**src/rtl/eth_rx_pkg.sv**
```systemverilog
// Shared definitions for the GMII receive path: parser state encoding, protocol
// constants, header lengths, host command opcodes and the CRC-32 residue.
package eth_rx_pkg;

    typedef enum logic [2:0] {
        S_IDLE,
        S_PREAMBLE,
        S_ETH_HDR,
        S_IP_HDR,
        S_UDP_HDR,
        S_PAYLOAD,
        S_PAD,
        S_DROP
    } rx_state_t;

    localparam logic [15:0] ETHERTYPE_IPV4 = 16'h0800;
    localparam logic [7:0]  IP_PROTO_UDP   = 8'd17;
    localparam logic [7:0]  IP_VER_IHL5    = 8'h45;
    localparam logic [7:0]  PREAMBLE_BYTE  = 8'h55;
    localparam logic [7:0]  SFD_BYTE       = 8'hd5;

    localparam int ETH_HDR_LEN = 14;
    localparam int IP_HDR_LEN  = 20;
    localparam int UDP_HDR_LEN = 8;

    localparam logic [7:0]  CMD_SET     = 8'h01;
    localparam logic [7:0]  CMD_RESET   = 8'h02;
    localparam logic [31:0] CRC_RESIDUE = 32'hc704dd7b;

    // Wire-order byte selection: index 0 is the most significant byte.
    function automatic logic [7:0] mac_byte(input logic [47:0] mac, input logic [2:0] idx);
        logic [47:0] sh;
        sh = mac << {idx, 3'b000};
        return sh[47:40];
    endfunction

    function automatic logic [7:0] ip_byte(input logic [31:0] ip, input logic [1:0] idx);
        logic [31:0] sh;
        sh = ip << {idx, 3'b000};
        return sh[31:24];
    endfunction

endpackage

```
**src/rtl/crc32_d8.sv**
```systemverilog
// Byte-wide CRC-32 update (IEEE 802.3 polynomial, reflected, LSB of the byte first).
module crc32_d8 (
    input  logic [31:0] crc_in,
    input  logic [7:0]  data,
    output logic [31:0] crc_out
);

    localparam logic [31:0] POLY_REFL = 32'hedb88320;

    logic [31:0] c;

    always_comb begin
        c = crc_in;
        for (int i = 0; i < 8; i++) begin
            if (c[0] ^ data[i]) c = {1'b0, c[31:1]} ^ POLY_REFL;
            else                c = {1'b0, c[31:1]};
        end
        crc_out = c;
    end

endmodule

```
**src/rtl/udp_cmd_rx.sv**
```systemverilog
// GMII UDP receiver: header parse/filter, payload streaming and threshold command decode.
// Optional FCS checking is built when UDP_RX_FCS_CHECK_EN is defined.
module udp_cmd_rx #(
    parameter logic [47:0] LOCAL_MAC      = 48'h00_0a_35_01_fe_c0,
    parameter logic [31:0] LOCAL_IP       = 32'hc0_a8_00_02,
    parameter logic [15:0] LOCAL_UDP_PORT = 16'd5000,
    parameter logic [7:0]  THRESH_INIT    = 8'd128
) (
    input  logic       clk_eth,
    input  logic       rst_n,
    input  logic       gmii_rx_dv,
    input  logic       gmii_rx_er,
    input  logic [7:0] gmii_rx_data,
    output logic [7:0] udp_data,
    output logic       udp_valid,
    output logic       udp_sof,
    output logic       udp_eof,
    output logic       frame_done,
    output logic       frame_err,
    output logic [7:0] threshold,
    output logic       threshold_update
);

    import eth_rx_pkg::*;

    rx_state_t   state, state_n;
    logic [4:0]  cnt, cnt_n;
    logic [15:0] pay_cnt, pay_cnt_n;
    logic [15:0] udp_len, udp_len_n;
    logic        da_local_ok, da_local_n, da_bcast_ok, da_bcast_n;
    logic        for_us, for_us_n;
    logic [7:0]  op, op_n, arg, arg_n;
    logic        hdr_ok, lo_ok, bc_ok;

    logic [7:0]  data_p1, data_n;
    logic        vld_p1, vld_n, sof_p1, sof_n, eof_p1, eof_n;
    logic        done_n, err_n, upd_n;
    logic        abort_er, abort_dv, set_ok, rst_ok, fcs_ok;
    logic [7:0]  pending;

    assign abort_er = gmii_rx_dv && gmii_rx_er && (state != S_DROP);
    assign abort_dv = !gmii_rx_dv &&
                      (state inside {S_PREAMBLE, S_ETH_HDR, S_IP_HDR, S_UDP_HDR, S_PAYLOAD});

    // Command is judged on the full frame: SET needs the arg byte, RESET only the opcode.
    assign set_ok  = (op == CMD_SET)   && (udp_len >= 16'(UDP_HDR_LEN + 2));
    assign rst_ok  = (op == CMD_RESET) && (udp_len >= 16'(UDP_HDR_LEN + 1));
    assign pending = set_ok ? arg : THRESH_INIT;

`ifdef UDP_RX_FCS_CHECK_EN
    logic [31:0] crc, crc_next, crc_rev;

    crc32_d8 u_crc32_d8 (
        .crc_in  (crc),
        .data    (gmii_rx_data),
        .crc_out (crc_next)
    );

    always_ff @(posedge clk_eth or negedge rst_n) begin
        if (!rst_n)                   crc <= '1;
        else if (state == S_PREAMBLE) crc <= '1;
        else if (gmii_rx_dv && (state inside {S_ETH_HDR, S_IP_HDR, S_UDP_HDR, S_PAYLOAD, S_PAD}))
            crc <= crc_next;
    end

    // The register runs bit-reflected; the residue constant is in normal bit order.
    always_comb begin
        for (int i = 0; i < 32; i++) crc_rev[i] = crc[31 - i];
    end

    assign fcs_ok = (crc_rev == CRC_RESIDUE);
`else
    assign fcs_ok = 1'b1;
`endif

    always_comb begin
        state_n    = state;
        cnt_n      = cnt;
        pay_cnt_n  = pay_cnt;
        udp_len_n  = udp_len;
        da_local_n = da_local_ok;
        da_bcast_n = da_bcast_ok;
        for_us_n   = for_us;
        op_n       = op;
        arg_n      = arg;
        data_n     = data_p1;
        vld_n      = 1'b0;
        sof_n      = 1'b0;
        eof_n      = 1'b0;
        done_n     = 1'b0;
        err_n      = 1'b0;
        upd_n      = 1'b0;
        hdr_ok     = 1'b1;
        lo_ok      = 1'b0;
        bc_ok      = 1'b0;

        if (abort_er) begin
            err_n   = for_us;
            state_n = S_DROP;
        end else if (abort_dv) begin
            err_n   = for_us;
            state_n = S_IDLE;
        end else begin
            case (state)
                S_IDLE: begin
                    cnt_n      = 5'd1;
                    pay_cnt_n  = '0;
                    udp_len_n  = '0;
                    da_local_n = 1'b1;
                    da_bcast_n = 1'b1;
                    for_us_n   = 1'b0;
                    op_n       = '0;
                    arg_n      = '0;
                    if (gmii_rx_dv)
                        state_n = (gmii_rx_data == PREAMBLE_BYTE) ? S_PREAMBLE : S_DROP;
                end
                S_PREAMBLE: begin
                    if (gmii_rx_data == PREAMBLE_BYTE) begin
                        if (cnt == 5'd7) state_n = S_DROP;
                        else             cnt_n   = cnt + 5'd1;
                    end else if (gmii_rx_data == SFD_BYTE) begin
                        state_n = S_ETH_HDR;
                        cnt_n   = '0;
                    end else begin
                        state_n = S_DROP;
                    end
                end
                S_ETH_HDR: begin
                    cnt_n = cnt + 5'd1;
                    if (cnt < 5'd6) begin
                        lo_ok      = da_local_ok && (gmii_rx_data == mac_byte(LOCAL_MAC, cnt[2:0]));
                        bc_ok      = da_bcast_ok && (gmii_rx_data == 8'hff);
                        da_local_n = lo_ok;
                        da_bcast_n = bc_ok;
                        hdr_ok     = lo_ok || bc_ok;
                    end
                    if (cnt == 5'd12 && gmii_rx_data != ETHERTYPE_IPV4[15:8]) hdr_ok = 1'b0;
                    if (cnt == 5'd13 && gmii_rx_data != ETHERTYPE_IPV4[7:0])  hdr_ok = 1'b0;
                    if (!hdr_ok) begin
                        state_n = S_DROP;
                    end else if (cnt == 5'(ETH_HDR_LEN - 1)) begin
                        state_n = S_IP_HDR;
                        cnt_n   = '0;
                    end
                end
                S_IP_HDR: begin
                    cnt_n = cnt + 5'd1;
                    if (cnt == 5'd0 && gmii_rx_data != IP_VER_IHL5)  hdr_ok = 1'b0;
                    if (cnt == 5'd9 && gmii_rx_data != IP_PROTO_UDP) hdr_ok = 1'b0;
                    if (cnt >= 5'd16 && gmii_rx_data != ip_byte(LOCAL_IP, cnt[1:0])) hdr_ok = 1'b0;
                    if (!hdr_ok) begin
                        state_n = S_DROP;
                    end else if (cnt == 5'(IP_HDR_LEN - 1)) begin
                        state_n = S_UDP_HDR;
                        cnt_n   = '0;
                    end
                end
                S_UDP_HDR: begin
                    cnt_n = cnt + 5'd1;
                    if (cnt == 5'd2 && gmii_rx_data != LOCAL_UDP_PORT[15:8]) state_n = S_DROP;
                    if (cnt == 5'd3) begin
                        if (gmii_rx_data != LOCAL_UDP_PORT[7:0]) state_n  = S_DROP;
                        else                                     for_us_n = 1'b1;
                    end
                    if (cnt == 5'd4) udp_len_n[15:8] = gmii_rx_data;
                    if (cnt == 5'd5) udp_len_n[7:0]  = gmii_rx_data;
                    if (cnt == 5'(UDP_HDR_LEN - 1)) begin
                        cnt_n = '0;
                        if (udp_len < 16'(UDP_HDR_LEN)) begin
                            err_n   = 1'b1;
                            state_n = S_DROP;
                        end else if (udp_len == 16'(UDP_HDR_LEN)) begin
                            state_n = S_PAD;
                        end else begin
                            pay_cnt_n = udp_len - 16'(UDP_HDR_LEN);
                            state_n   = S_PAYLOAD;
                        end
                    end
                end
                S_PAYLOAD: begin
                    vld_n     = 1'b1;
                    data_n    = gmii_rx_data;
                    sof_n     = (cnt == 5'd0);
                    eof_n     = (pay_cnt == 16'd1);
                    pay_cnt_n = pay_cnt - 16'd1;
                    if (cnt == 5'd0) op_n  = gmii_rx_data;
                    if (cnt == 5'd1) arg_n = gmii_rx_data;
                    if (cnt < 5'd2)  cnt_n = cnt + 5'd1;
                    if (pay_cnt == 16'd1) state_n = S_PAD;
                end
                S_PAD: begin
                    if (!gmii_rx_dv) begin
                        state_n = S_IDLE;
                        if (fcs_ok) begin
                            done_n = 1'b1;
                            upd_n  = set_ok || rst_ok;
                        end else begin
                            err_n = 1'b1;
                        end
                    end
                end
                S_DROP: begin
                    if (!gmii_rx_dv) state_n = S_IDLE;
                end
                default: state_n = S_IDLE;
            endcase
        end
    end

    always_ff @(posedge clk_eth or negedge rst_n) begin
        if (!rst_n) begin
            state       <= S_IDLE;
            cnt         <= '0;
            pay_cnt     <= '0;
            udp_len     <= '0;
            da_local_ok <= 1'b0;
            da_bcast_ok <= 1'b0;
            for_us      <= 1'b0;
            op          <= '0;
            arg         <= '0;
        end else begin
            state       <= state_n;
            cnt         <= cnt_n;
            pay_cnt     <= pay_cnt_n;
            udp_len     <= udp_len_n;
            da_local_ok <= da_local_n;
            da_bcast_ok <= da_bcast_n;
            for_us      <= for_us_n;
            op          <= op_n;
            arg         <= arg_n;
        end
    end

    // Output stage p1: payload byte and event pulses one clk_eth after the input byte.
    always_ff @(posedge clk_eth or negedge rst_n) begin
        if (!rst_n) begin
            data_p1          <= '0;
            vld_p1           <= 1'b0;
            sof_p1           <= 1'b0;
            eof_p1           <= 1'b0;
            frame_done       <= 1'b0;
            frame_err        <= 1'b0;
            threshold_update <= 1'b0;
            threshold        <= THRESH_INIT;
        end else begin
            data_p1          <= data_n;
            vld_p1           <= vld_n;
            sof_p1           <= sof_n;
            eof_p1           <= eof_n;
            frame_done       <= done_n;
            frame_err        <= err_n;
            threshold_update <= upd_n;
            if (upd_n) threshold <= pending;
        end
    end

    assign udp_data  = data_p1;
    assign udp_valid = vld_p1;
    assign udp_sof   = sof_p1;
    assign udp_eof   = eof_p1;

endmodule

```
**config.mk**
```make
export PLATFORM = sky130hd
export DESIGN_NAME = udp_cmd_rx
export DESIGN_NICKNAME = d
export VERILOG_FILES = /design/src/rtl/eth_rx_pkg.sv /design/src/rtl/crc32_d8.sv /design/src/rtl/udp_cmd_rx.sv
export SDC_FILE = /design/constraint.sdc
export NUM_CORES = 1
export LEC_CHECK = 0
export CAP_MARGIN = 5
export CORE_UTILIZATION = 25
export CTS_CLUSTER_DIAMETER = 50
export DETAILED_ROUTE_END_ITERATION = 7
export PLACE_DENSITY = 0.39
export SYNTH_ARGS = -nofsm -noshare
export SYNTH_HDL_FRONTEND = slang
export SYNTH_SLANG_ARGS = --single-unit
export TNS_END_PERCENT = 1
```
**constraint.sdc**
```tcl
create_clock -name clk_eth -period 2.72 [get_ports clk_eth]
set_clock_uncertainty 0.1 [all_clocks]
set_input_delay 0.68 -clock clk_eth [delete_from_list [all_inputs] [get_ports clk_eth]]
set_output_delay 0.68 -clock clk_eth [all_outputs]
set_load 0.01 [all_outputs]
```
## Word level (Yosys, flattened, before mapping)

Cells that the tools add are included.

| cells by class | value |
|---|---|
| $add $sub $neg | 3 |
| order comparisons | 6 |
| equality and inequality tests | 51 |
| shift-type cells | 2 |
| mux-type cells | 83 |
| bitwise gates (word level) | 2 |
| reductions and logical operators | 36 |

Operators by type and width:

| operator | number |
|---|---|
| $mux W3 | 17 |
| $mux W16 | 3 |
| $pmux W16 S3 | 1 |
| $shl A36 B6 Y48 const A | 1 |
| $mux W5 | 9 |
| $mux W8 | 5 |
| $mux W1 | 38 |
| $ge A16 B4 Y1 const B | 2 |
| $pmux W16 S2 | 1 |
| $pmux W8 S2 | 2 |
| $shl A32 B5 Y32 const A | 1 |
| $pmux W5 S6 | 1 |
| $pmux W3 S7 | 1 |
| $reduce_and A4 Y1 | 5 |
| $reduce_and A6 Y1 | 3 |
| $eq A16 B1 Y1 const B | 1 |
| $eq A16 B4 Y1 const B | 1 |
| $eq A8 B8 Y1 const B | 2 |
| $lt A16 B4 Y1 const B | 1 |
| $ne A2 B1 Y1 const B | 8 |
| $ne A8 B5 Y1 const B | 2 |
| $sub A16 B1 Y16 const B | 1 |
| $sub A16 B4 Y16 const B | 1 |
| $eq A5 B3 Y1 const B | 3 |
| 43 further kinds | 73 |

| storage, ports and cells | value |
|---|---|
| bits in registers | 81 |
| input port bits | 12 |
| output and inout port bits | 22 |
| logic and storage cells | 201 |

## Logic depth before layout (Yosys ltp)

| logic depth | value |
|---|---|
| word-level depth | 14 |
| depth in mapped cells | 9 |

## Worst setup path before layout

OpenSTA, ideal clock, no wires.

| path | value |
|---|---|
| kind | input port to flip-flop |
| start point | in gmii_rx_data[0] |
| end point | reg state[0] |
| setup time | 0.128 ns |
| data arrival time | 2.254 ns |
| required time | 2.492 ns |
| slack | 0.238 ns |
| cell stages on the path | 7 |
| cells stage by stage | buf_2 nor2_1 a2111o_1 a2111oi_4 o211ai_1 o211a_1 mux2_1 |

| on the way | value |
|---|---|
| word-level cells in the longest chain between the ends | 13 |

Ends and longest elaborated chain:

| what | line | RTL |
|---|---|---|
| start: declaration | udp_cmd_rx.sv:13 | `input logic [7:0] gmii_rx_data,` |
| $eq A8 B8 Y1, on equally long branches | udp_cmd_rx.sv:131, udp_cmd_rx.sv:132 |  |
| $logic_and A1 B1 Y1, on equally long branches | udp_cmd_rx.sv:131, udp_cmd_rx.sv:132 |  |
| $logic_or A1 B1 Y1 | udp_cmd_rx.sv:135 | `hdr_ok = lo_ok \|\| bc_ok;` |
| $mux W1 | udp_cmd_rx.sv:130 | `if (cnt < 5'd6) begin` |
| $mux W1 | udp_cmd_rx.sv:137 | `if (cnt == 5'd12 && gmii_rx_data != ETHERTYPE_IPV4[15:8]) hdr_ok = 1'b0;` |
| $mux W1 | udp_cmd_rx.sv:138 | `if (cnt == 5'd13 && gmii_rx_data != ETHERTYPE_IPV4[7:0]) hdr_ok = 1'b0;` |
| $mux W1 | udp_cmd_rx.sv:104 | `case (state)` |
| $mux W1 | udp_cmd_rx.sv:100 | `end else if (abort_dv) begin` |
| $mux W1 | udp_cmd_rx.sv:97 | `if (abort_er) begin` |
| $mux W3 | udp_cmd_rx.sv:139 | `if (!hdr_ok) begin` |
| $pmux W3 S7 | udp_cmd_rx.sv:104 |  |
| $mux W3 | udp_cmd_rx.sv:100 |  |
| $mux W3 | udp_cmd_rx.sv:97 |  |
| end signal: assignment | udp_cmd_rx.sv:222 | `state <= state_n;` |
| end: declaration | udp_cmd_rx.sv:26 | `rx_state_t state, state_n;` |

Parallel ways exist; a longest one is shown, timed or not. The select of a mux whose other input is x is not followed.
A chain may end at the register's enable or synchronous reset.

## Worst setup path in the final report

| path | value |
|---|---|
| start point | in gmii_rx_data[2] |
| end point | reg state[1] |

Same word-level chain as after synthesis.

==> reports/metrics.csv <==
metric,value,unit
"Clk pin slew, worst setup/hold paths",0.07,ns
R2R setup slack,0.13,ns
core area,0.01883,mm²
Worst VDD drop,0.0003480,V
Die Ht,141.1,µm
Antenna Cells,0,
first-pass GRT wire length,25.59,mm
syn nets,569,
hold crit path type,in2async,
P_sw,3024,µW
Detail Route Antenna Nets,0,
Slew @ Worst Pin,0.8069,ns
final setup vio count,0,
pin count of the biggest net entering global routing,48,
total power,6982,µW
Via density,5.027,
Yosys top cell by area,dfrtp_1,
Crit. End Element,register,
Post-synth top cells,"89 x nand2_1, 80 x dfrtp_1, 46 x o21ai_0, 29 x nor2_1",
Synth Flop Type,dfrtp_1,
die span in x,141.1,µm
final slew viol count,0,
clock share of power,0.197,
top area cells in the synthesized netlist,"dfrtp_1 41%, nand2_1 6.9%, o21ai_0 4.8%",
clk_lat worst skew,0.35,ns
Critical Path AT,2.77,ns
total CTS buffers,9,
Crit Reg-Reg Startpoint,cnt[0],
Setup TNS,0,ns
vias,4514,
Setup Buffers After CTS,0,
Setup WS pre-CTS,-0.5268,ns
remaining global-route overflow,0,
Yosys top cell area share,0.4141,
clk buf depth,2,
RSZ-0062 raised after global routing,no,
unique cell type count in the Yosys netlist,72,
worst endpoint required time,2.85,ns
DRC violations left,0,
number of clock sinks,81,
Final HPWL DP,11.60,mm
Tmin final,2.648,ns
Post-Syn Area,0.004835,mm²
post-synthesis sequential area ratio,0.4195,
Pint,3959,µW
initial DRC count,300,
Boundary Pins,34,
logic gate share of total power,0.528,
crit-path cells,clkdlybuf4s50_1 -> buf_6 -> and2_2 -> and3_1 -> a21o_1 -> o211ai_1 -> o211a_1 -> mux2_2,
Worst setup SP type,input port,
YS warnings,0,
Starting Density,0.2567,
"slowest stage delay, CP",0.47,ns
Detailed Route WL,15.68,mm
die area,0.01990,mm²
worst r2r path cells,8,
slew margin rel.,0.4481,
Cell Pwr Density,1105,mW/mm²
share of cells above drive strength 1,0.1803,
number of synthesized flops with an enable pin,0,
max-cap violations,0,
number of fill cells,1976,
Seq pwr share,0.275,
Mapped Cells,549,
status,"complete, no violations",
Buffers on Ports,33,
post-synthesis async set-or-reset flop share,1.000,
R2R Path End,state[1],
most frequent cell after synthesis,nand2_1,
"Max FO, Critical Path",8,
final hold viol count,0,
vias in the first global route,4578,
fin nets,653,
static leakage,0.002700,µW
Tcrit/Tclk final,0.9736,
worst hold slack,0.1919,ns
Tot GR Track Use,0.1688,
H-tree Lvls,3,
sw frac,0.4330,
Detailed Routing Iterations Pass 1,4,
hold buffers post-CTS,0,
Layout area overhead,30.75,%
clk root buf,clkbuf_16,
Max Fclk,377.6,MHz
Rows,50,
routability congestion estimate,0.8263,
final worst slack,0.07193,ns
syn_area_per_cell,8.806,µm²
initial antenna violation count,0,
Yosys reg bits,81,
WL per Instance,17.46,µm
CTS tree,done,
Slowest cell on crit path,clkdlybuf4s50_1,
kind of critical path,in2reg,
[cell families (layout without fill, tap and decap cells)]
group           count (synthesis)  count (layout)  share of synthesized area
compound gates                156             156                     0.2275
xor+xnor                       15              15                    0.02717
fa+ha+maj                       8               8                    0.02070
buf+inv                        54             143                    0.04839
flops                          81              81                     0.4195
mux                             7               7                    0.01501
simple gates                  228             228                     0.2417
[timing repair]
action | in CTS | in global routing
hold endpoints to repair | 0 | 0
endpoints found under the setup margin | 8 | 8
gates resized for setup | 7 | 13
gates cloned | 0 | 0
pin swaps | 1 | 4
[per-stage QoR]
step                cell area, µm²    util  cells
detailed placement            5927  0.3148    882
finish                        6321  0.3357    898
floorplan                     4835       -    549
CTS                           6276  0.3333    898
global placement              5927  0.3148    882
global route                  6321  0.3357    898
[metal layers]
| metal | vias up | track usage | wire length [µm] |
|---|---|---|---|
| met2 | 86 | 0.2725 | 7351 |
| met1 | 2232 | 0.2257 | 7495 |
| met4 | 0 | 0.04577 | 230 |
| li1 | 2180 | - | - |
| met3 | 16 | 0.03838 | 602 |
| met5 | - | 0 | 0 |
[worst max-delay path, delay by kind of cell]
family                 cells  cell delay [ns]
AOI/OAI and AO/OA          3             0.69
and+or+nand+nor            2             0.41
muxes                      1             0.34
buffers and inverters      2             0.65
[power by group through the flow]
stage	Clock [µW]	Combinational (µW)	Sequential, µW
floorplan	0	2380	1800
global placement	0	3640	1930
detailed placement	0	3650	1930
CTS	1430	3680	1910
global route	1470	4090	1990
finish	1370	3690	1920
[sequential cells by signal (all words and copies together) (netlist names)]
name              count
arg                   8
cnt                   5
da_bcast_ok           1
da_local_ok           1
for_us                1
frame_done            1
frame_err             1
op                    8
pay_cnt              16
state                 3
threshold             8
threshold_update      1
udp_data              8
udp_eof               1
udp_len              16
udp_sof               1
udp_valid             1
[layout make-up]
cell class / count / area (µm²) / area share
multi-input cells: 414 / 2634 / 0.4167
clock inverters: 7 / 106.4 / 0.01683
clock buffers: 9 / 225.2 / 0.03563
inverters: 20 / 75.07 / 0.01188
flip-flops and latches: 81 / 2028 / 0.3209
repair buffers: 107 / 927.1 / 0.1467
well taps: 260 / 325.3 / 0.05146
[cells in the final DEF, fill, tap and decap left out, drive strengths merged, types with 19 or more instances in the layout]
cell type / instances
inv: 23
nand2: 89
a22o: 25
clkdlybuf4s50: 28
nor3: 19
nor2: 29
o21ai: 49
dfrtp: 80
buf: 75
nand3: 25
[worst max-delay path by stage]
stage	start	endpoint	slack, ns	cells past startpoint
global route	gmii_rx_data[2]	state[1]	0.02	8
CTS	gmii_rx_data[5]	state[0]	0.0008	8
detailed placement	gmii_rx_data[1]	state[0]	-0.53	7
global placement	gmii_rx_data[1]	state[0]	-0.50	7
finish	gmii_rx_data[2]	state[1]	0.07	8
floorplan	gmii_rx_data[0]	state[0]	0.24	7
(Power assumes the default switching activity.)
